File: src/rtl/ir_nec_receiver_if.sv
// ir_nec_receiver_if: IR line input and decoded-frame outputs of the NEC receiver
// Signals: ir_input_data (raw line), ir_data_out (held frame), frame_valid,
//          repeat_valid, frame_error (one-cycle pulses), busy (decoder active).
interface ir_nec_receiver_if #(
    parameter int FRAME_BITS = 32
);
    logic                  ir_input_data;
    logic [FRAME_BITS-1:0] ir_data_out;
    logic                  frame_valid;
    logic                  repeat_valid;
    logic                  frame_error;
    logic                  busy;
    modport master (
        input  ir_input_data,
        output ir_data_out, frame_valid, repeat_valid, frame_error, busy
    );
    modport slave (
        output ir_input_data,
        input  ir_data_out, frame_valid, repeat_valid, frame_error, busy
    );
endinterface

File: src/rtl/ir_nec_receiver.sv
// ir_nec_receiver: NEC-style pulse-distance IR frame decoder with repeat and error flags
// Ports: osc_clk (clock), reset (sync, active-high), bus.ir_input_data (async IR line),
//        bus.ir_data_out (last good frame), bus.frame_valid / bus.repeat_valid /
//        bus.frame_error (one-cycle pulses), bus.busy (state not IDLE).
module ir_nec_receiver #(
    parameter int TICK_DIV         = 500,
    parameter int FRAME_BITS       = 32,
    parameter int ACTIVE_LOW       = 1,
    parameter int CHECK_INV        = 1,
    parameter int CNT_W            = 12,
    parameter int LEAD_MARK_MIN    = 800,
    parameter int LEAD_SPACE_MIN   = 350,
    parameter int LEAD_SPACE_MAX   = 600,
    parameter int REPEAT_SPACE_MIN = 150,
    parameter int BIT_MARK_MAX     = 100,
    parameter int BIT_SPACE_THRESH = 112,
    parameter int TIMEOUT          = 250
) (
    input  logic              osc_clk,
    input  logic              reset,
    ir_nec_receiver_if.master bus
);
    localparam int TW = $clog2(TICK_DIV + 1);
    localparam int BW = $clog2(FRAME_BITS + 1);
    localparam logic [CNT_W-1:0] C_LMM = CNT_W'(LEAD_MARK_MIN);
    localparam logic [CNT_W-1:0] C_LSM = CNT_W'(LEAD_SPACE_MIN);
    localparam logic [CNT_W-1:0] C_LSX = CNT_W'(LEAD_SPACE_MAX);
    localparam logic [CNT_W-1:0] C_RSM = CNT_W'(REPEAT_SPACE_MIN);
    localparam logic [CNT_W-1:0] C_BMX = CNT_W'(BIT_MARK_MAX);
    localparam logic [CNT_W-1:0] C_BST = CNT_W'(BIT_SPACE_THRESH);
    localparam logic [CNT_W-1:0] C_TO  = CNT_W'(TIMEOUT);
    localparam logic [1:0] IDLE_SYNC   = (ACTIVE_LOW != 0) ? 2'b11 : 2'b00;

    typedef enum logic [2:0] {S_IDLE, S_LEAD_MARK, S_LEAD_SPACE, S_BIT_MARK, S_BIT_SPACE, S_STOP} state_t;

    state_t                r_state, w_next;
    logic [1:0]            r_sync;
    logic [TW-1:0]         r_tick_cnt;
    logic                  r_level;
    logic [CNT_W-1:0]      r_cnt;
    logic [BW-1:0]         r_bits;
    logic [FRAME_BITS-2:0] r_sr;
    logic [FRAME_BITS-1:0] r_data, w_sr_next;
    logic                  r_have, r_fv, r_rv, r_fe;
    logic                  w_tick, w_mark, w_edge, w_last, w_inv_ok;
    logic                  w_fv, w_rv, w_fe, w_shift, w_clr;

    assign w_tick    = r_tick_cnt == TW'(TICK_DIV - 1);
    assign w_mark    = (ACTIVE_LOW != 0) ? ~r_sync[1] : r_sync[1];
    assign w_edge    = w_mark != r_level;
    assign w_last    = r_bits == BW'(FRAME_BITS - 1);
    // Only FRAME_BITS-1 bits need storing: the newest bit enters at the MSB of w_sr_next.
    assign w_sr_next = {r_cnt > C_BST, r_sr};

    generate
        if (CHECK_INV != 0 && FRAME_BITS == 32) begin : g_inv
            assign w_inv_ok = (w_sr_next[15:8] == ~w_sr_next[7:0]) && (w_sr_next[31:24] == ~w_sr_next[23:16]);
        end else begin : g_noinv
            assign w_inv_ok = 1'b1;
        end
    endgenerate

    always_ff @(posedge osc_clk) begin
        if (reset) r_state <= S_IDLE;
        else       r_state <= w_next;
    end

    // Limit checks come before edge evaluation so an over-long level errors even on its closing edge.
    always_comb begin
        w_next  = r_state;
        w_fv    = 1'b0;
        w_rv    = 1'b0;
        w_fe    = 1'b0;
        w_shift = 1'b0;
        w_clr   = 1'b0;
        if (w_tick) begin
            case (r_state)
                S_IDLE:      if (w_edge && w_mark) w_next = S_LEAD_MARK;
                S_LEAD_MARK: if (w_edge) w_next = (r_cnt < C_LMM) ? S_IDLE : S_LEAD_SPACE;
                S_LEAD_SPACE: begin
                    if (r_cnt > C_LSX) w_fe = 1'b1;
                    else if (w_edge) begin
                        w_fe   = r_cnt < C_RSM;
                        w_rv   = r_have && r_cnt >= C_RSM && r_cnt < C_LSM;
                        w_clr  = r_cnt >= C_LSM;
                        w_next = (r_cnt >= C_LSM) ? S_BIT_MARK : S_STOP;
                    end
                end
                S_BIT_MARK: begin
                    if (r_cnt > C_BMX) w_fe = 1'b1;
                    else if (w_edge) w_next = S_BIT_SPACE;
                end
                S_BIT_SPACE: begin
                    if (r_cnt > C_TO) w_fe = 1'b1;
                    else if (w_edge) begin
                        w_shift = 1'b1;
                        w_fv    = w_last && w_inv_ok;
                        w_fe    = w_last && !w_inv_ok;
                        w_next  = w_last ? S_STOP : S_BIT_MARK;
                    end
                end
                default: if (!w_mark) w_next = S_IDLE;
            endcase
            // A still-active mark is parked in STOP so it is not taken as a new leader.
            if (w_fe) w_next = w_mark ? S_STOP : S_IDLE;
        end
    end

    always_ff @(posedge osc_clk) begin
        if (reset) begin
            r_sync     <= IDLE_SYNC;
            r_tick_cnt <= '0;
            r_level    <= 1'b0;
            r_cnt      <= '0;
            r_bits     <= '0;
            r_sr       <= '0;
            r_data     <= '0;
            r_have     <= 1'b0;
            r_fv       <= 1'b0;
            r_rv       <= 1'b0;
            r_fe       <= 1'b0;
        end else begin
            r_sync     <= {r_sync[0], bus.ir_input_data};
            r_tick_cnt <= w_tick ? '0 : r_tick_cnt + 1'b1;
            r_fv       <= w_fv;
            r_rv       <= w_rv;
            r_fe       <= w_fe;
            if (w_tick) begin
                r_level <= w_mark;
                r_cnt   <= w_edge ? CNT_W'(1) : ((&r_cnt) ? r_cnt : r_cnt + 1'b1);
                if (w_clr) r_bits <= '0;
                if (w_shift) begin
                    r_sr   <= w_sr_next[FRAME_BITS-1:1];
                    r_bits <= r_bits + 1'b1;
                end
                if (w_fv) begin
                    r_data <= w_sr_next;
                    r_have <= 1'b1;
                end
                if (w_fe) r_have <= 1'b0;
            end
        end
    end

    assign bus.ir_data_out  = r_data;
    assign bus.frame_valid  = r_fv;
    assign bus.repeat_valid = r_rv;
    assign bus.frame_error  = r_fe;
    assign bus.busy         = r_state != S_IDLE;
endmodule

File: src/flat_wrapper.sv
// flat-port wrapper written by rule: the top's interface ports become plain ports
module ir_nec_receiver_flat 
#(
    parameter int TICK_DIV         = 500,
    parameter int FRAME_BITS       = 32,
    parameter int ACTIVE_LOW       = 1,
    parameter int CHECK_INV        = 1,
    parameter int CNT_W            = 12,
    parameter int LEAD_MARK_MIN    = 800,
    parameter int LEAD_SPACE_MIN   = 350,
    parameter int LEAD_SPACE_MAX   = 600,
    parameter int REPEAT_SPACE_MIN = 150,
    parameter int BIT_MARK_MAX     = 100,
    parameter int BIT_SPACE_THRESH = 112,
    parameter int TIMEOUT          = 250
)
  (osc_clk, reset, bus_ir_input_data, bus_ir_data_out, bus_frame_valid, bus_repeat_valid, bus_frame_error, bus_busy);
  ir_nec_receiver_if #(.FRAME_BITS(FRAME_BITS)) bus_i ();
  input  logic osc_clk;
  input  logic reset;
  input wire logic [$bits(bus_i.ir_input_data)-1:0] bus_ir_input_data;
  output wire logic [$bits(bus_i.ir_data_out)-1:0] bus_ir_data_out;
  output wire logic [$bits(bus_i.frame_valid)-1:0] bus_frame_valid;
  output wire logic [$bits(bus_i.repeat_valid)-1:0] bus_repeat_valid;
  output wire logic [$bits(bus_i.frame_error)-1:0] bus_frame_error;
  output wire logic [$bits(bus_i.busy)-1:0] bus_busy;
  assign bus_i.ir_input_data = bus_ir_input_data;
  assign bus_ir_data_out = bus_i.ir_data_out;
  assign bus_frame_valid = bus_i.frame_valid;
  assign bus_repeat_valid = bus_i.repeat_valid;
  assign bus_frame_error = bus_i.frame_error;
  assign bus_busy = bus_i.busy;
  ir_nec_receiver #(.TICK_DIV(TICK_DIV), .FRAME_BITS(FRAME_BITS), .ACTIVE_LOW(ACTIVE_LOW), .CHECK_INV(CHECK_INV), .CNT_W(CNT_W), .LEAD_MARK_MIN(LEAD_MARK_MIN), .LEAD_SPACE_MIN(LEAD_SPACE_MIN), .LEAD_SPACE_MAX(LEAD_SPACE_MAX), .REPEAT_SPACE_MIN(REPEAT_SPACE_MIN), .BIT_MARK_MAX(BIT_MARK_MAX), .BIT_SPACE_THRESH(BIT_SPACE_THRESH), .TIMEOUT(TIMEOUT)) u_core (.osc_clk(osc_clk), .reset(reset), .bus(bus_i));
endmodule
File: config.mk
export PLATFORM = sky130hd
export DESIGN_NAME = ir_nec_receiver_flat
export DESIGN_NICKNAME = d
export VERILOG_FILES = /design/src/rtl/ir_nec_receiver_if.sv /design/src/rtl/ir_nec_receiver.sv /design/src/flat_wrapper.sv
export SDC_FILE = /design/constraint.sdc
export NUM_CORES = 1
export LEC_CHECK = 0
export ABC_AREA = 1
export CAP_MARGIN = 5
export CELL_PAD_IN_SITES_DETAIL_PLACEMENT = 1
export CELL_PAD_IN_SITES_GLOBAL_PLACEMENT = 2
export CORE_ASPECT_RATIO = 0.7
export CORE_MARGIN = 2
export CORE_UTILIZATION = 33
export DETAILED_ROUTE_END_ITERATION = 10
export HOLD_SLACK_MARGIN = 0.03
export PLACE_DENSITY_LB_ADDON = 0.3
export SYNTH_ARGS = -nofsm -noshare
export SYNTH_HDL_FRONTEND = slang
export SYNTH_SLANG_ARGS = --single-unit
File: constraint.sdc
create_clock -name osc_clk -period 2.5 [get_ports osc_clk]
set_input_delay 0.25 -clock osc_clk [delete_from_list [all_inputs] [get_ports osc_clk]]
set_output_delay 0.25 -clock osc_clk [all_outputs]
set_load 0.02 [all_outputs]
==> results by group <==
CTS
  • # clock sinks: 100
  • CTS tree: done
  • Root Driver: clkbuf_16
  • CTS Buffer Depth: 2
  • H-Tree Depth: 3
  • CTS Buf Count: 9
  • CTS clk-pin slew, worst paths: 70 ps
  • Clock latency on the worst-skew pair: ~360 ps

Finish
  • Layout cells sized above 1: approximately 11%
  • FILL cells: 1758
  • Number of antenna diodes: 0
  • Final non-filler cell total: 875
  • Fin nets: about 700
  • Area grow syn2layout: 18.7%
  • Final instance area: about 5600 um2

Power
  • Leak: roughly 2.1 nW
  • Maximum vdd drop: between 300 and 400 uV
  • Power per cell area: around 550 nW/um2
  • Sequential share of power: between 50% and 60%
  • Gate power share: 2.2%
  • Internal power: roughly 0.0023 W
  • Switch Pwr: 0.000729 W
  • Clock share of power: a little under half
  • Sw Ratio: about a quarter

STA
  • Fin crit period: ~2300 ps
  • Slew Limit Fails: 0
  • Setup TNS: 0 ps
  • Layout Skew: ~14 ps
  • Worst relative slew slack: between 50 and 60%
  • Hold Vio Cnt, Final: 0
  • Final setup viols: 0
  • Worst-Margin Slew: roughly 630 ps
  • Fmax achieved: roughly 440 MHz
  • Final worst path period share: 91.2%
  • RSZ-0062 raised after global routing: no

Synth
  • Register area share after synthesis: 42.4%
  • Synth Instances: ~640
  • Cell area after synthesis: around 4700 um2
  • Main synth FF type: dfxtp_1
  • Synth top cells by count: nand2_1 (107), dfxtp_1 (100), nor2_1 (98)
  • Share of Yosys cell area claimed by the top area cell type: between 40% and 50%
  • Async SR Flop Fraction: 0%
  • Most frequent cell after synthesis: nand2_1
  • Top post-synthesis cells by area: dfxtp_1 (42%), nand2_1 (8.5%), nor2_1 (7.8%)
  • Area leader, netlist: dfxtp_1
  • Synth warn: 0
  • Netlist cell types: 35
  • Syn nets: about 650
  • Syn_area_per_cell: around 7.3 um2
  • Register bit total from synthesis: 100
  • EDFF count, synth: 0

Floorplanning
  • Die area: between 15000 and 20000 um2
  • Die width: 147 um
  • I/O pins: 39
  • Initial Util: ~34%
  • Die H: ~100 um
  • Rows: 36
  • Core area: 14000 um2

Critical path
  • Critical-path cell list: inv_1, ha_1, inv_1, nor2_1, nand3_1, nand2_1, nand2_1, nand3_1, nor4_4, buf_12, nor2_1, a211oi_2
  • Worst EP required: between 2000 and 3000 ps
  • Slowest cell delay on critical path: 470 ps
  • Critical path's slowest cell: dfxtp_1
  • Worst Path Max Fanout: 42
  • Worst Setup Start Kind: flop
  • Arrival @ worst endpoint: about 2600 ps
  • CP Capture Type: flop
  • WS Path Type: reg -> reg

Placed design
  • Placed Instances: 859
  • PortBufs: 38
  • Gpl congestion: between 0.8 and 0.9
  • Placed instance area: around 5300 um2
  • Hpwl dp: about 9.9 mm

Global route
  • Total track usage: 17.9%
  • GRT overflow: 0
  • First-pass GRT wire length: 22.1 mm
  • Number of global-route vias before repair: roughly 4300
  • Largest net degree at the start of global routing: 60
  • Antenna violations before repair: 0

Run
  • Max-Cap Viols: 0

Routing
  • Detailed Routing Iterations Pass 1: 4
  • DRT antenna net count: 0
  • WL/cell: ~15 um
  • DRC violations left: 0
  • Total wire length after detailed routing: roughly 13 mm
  • Uppermost routed layer: met4
  • Routed wl met3: between 400 and 500 um
  • Initial DRC Count: between 200 and 300
  • Via Count: about 4300
  • Met1 WL: about 7.1 mm
  • Vias per inst: a little under 5
  • Met2 Wirelength: roughly 5.5 mm

Run status
  • Status: finished clean

Min path
  • Hold Crit Class: in -> reg
[metal layers]
layer / vias to the layer above / GRT usage [%]
met5: - / 0
met4: 0 / 4.74
met3: 10 / 3.60
met2: 57 / 26.2
met1: 2090 / 26.8
li1: 2186 / -
[power by group through the flow]
| stage | sequential [W] | combinational (W) | clock, W |
|---|---|---|---|
| 2_1_floorplan | 0.00164 | 0.0000468 | 0 |
| 6_report | 0.00160 | 0.0000689 | 0.00140 |
| 4_1_cts | 0.00160 | 0.0000701 | 0.00144 |
| 5_1_grt | 0.00160 | 0.0000784 | 0.00151 |
| 3_3_place_gp | 0.00164 | 0.0000667 | 0 |
| 3_5_place_dp | 0.00164 | 0.0000696 | 0 |
[final cells by class]
class | count | area [um2] | share of cell area, %
Tap cell | 190 | 238 | 4.24
Timing Repair Buffer | 47 | 472 | 8.41
Clock inverter | 6 | 53.8 | 0.959
Clock buffer | 10 | 239 | 4.26
Multi-Input combinational cell | 433 | 2270 | 40.5
Sequential cell | 100 | 2000 | 35.7
Inverter | 89 | 334 | 5.96
[timing repair]
item                                    CTS  global route
buffers inserted                          0             0
endpoints found under the setup margin    0             8
gates resized for setup                   0             1
hold buffers                              0             0
[flip-flops by register name, summed over array words and instances, names as in the netlist]
signal and count:
u_core.r_have 1, u_core.r_sync 2, u_core.bus.repeat_valid 1, u_core.bus.frame_error 1, u_core.bus.frame_valid 1, u_core.r_tick_cnt 9
u_core.r_bits 6, u_core.r_state 3, u_core.r_level 1, u_core.r_sr 31, u_core.bus.ir_data_out 32, u_core.r_cnt 12
[critical path, delay by kind of cell, from the launching register on]
| kind | cells | cell delay, ps |
|---|---|---|
| AND/OR/NAND/NOR | 7 | 810 |
| flip-flops | 1 | 470 |
| AO/OA/AOI/OAI | 1 | 150 |
| adder cells (fa/ha/maj) | 1 | 270 |
| buffers and inverters | 3 | 480 |
[logic make-up after synthesis]
kind of cell,Yosys count,share of synthesized area [%]
adders and majority gates,6,1.59
buffers and inverters,111,9.56
and+or+nand+nor,283,26.0
DFF,100,42.4
AOI/OAI and AO/OA,140,19.8
xor gates and xnor gates,4,0.742
[cell usage in the layout (no fill, tap or decap), drive strengths merged, types with 10 or more instances in the layout]
cell type      count
nand2            109
a21oi             51
dfxtp            100
a211oi            33
nand3             25
clkbuf            10
inv               91
o21ai             50
nor2              99
clkdlybuf4s50     37
nor3              23
buf               10
[through the flow]
step / hold slack, ps / power [W] / util, % / worst slack [ps]
after floorplan: 354 / 0.00168 / - / 511
after global placement: 405 / 0.00170 / 38.0 / 291
after detailed placement: 413 / 0.00171 / 38.0 / 218
after CTS: 265 / 0.00311 / 40.1 / 179
after global routing: 293 / 0.00319 / 40.2 / 0.121
final: 266 / 0.00307 / 40.2 / 221
[worst paths after layout]
path / cells past startpoint / from / slack, ps / end
setup / recovery: 12 / u_core.r_cnt[0]$_SDFFE_PP0P_ / 220 / u_core.bus.ir_data_out[26]$_SDFFE_PP0P_
hold / removal: 4 / reset / 270 / u_core.r_state[2]$_SDFFE_PP0P_
setup reg to reg: 12 / u_core.r_cnt[0]$_SDFFE_PP0P_ / 220 / u_core.bus.ir_data_out[26]$_SDFFE_PP0P_
hold reg to reg: 1 / u_core.r_sync[0]$_SDFF_PP1_ / 430 / u_core.r_sync[1]$_SDFF_PP1_
(Power assumes the default switching activity.)
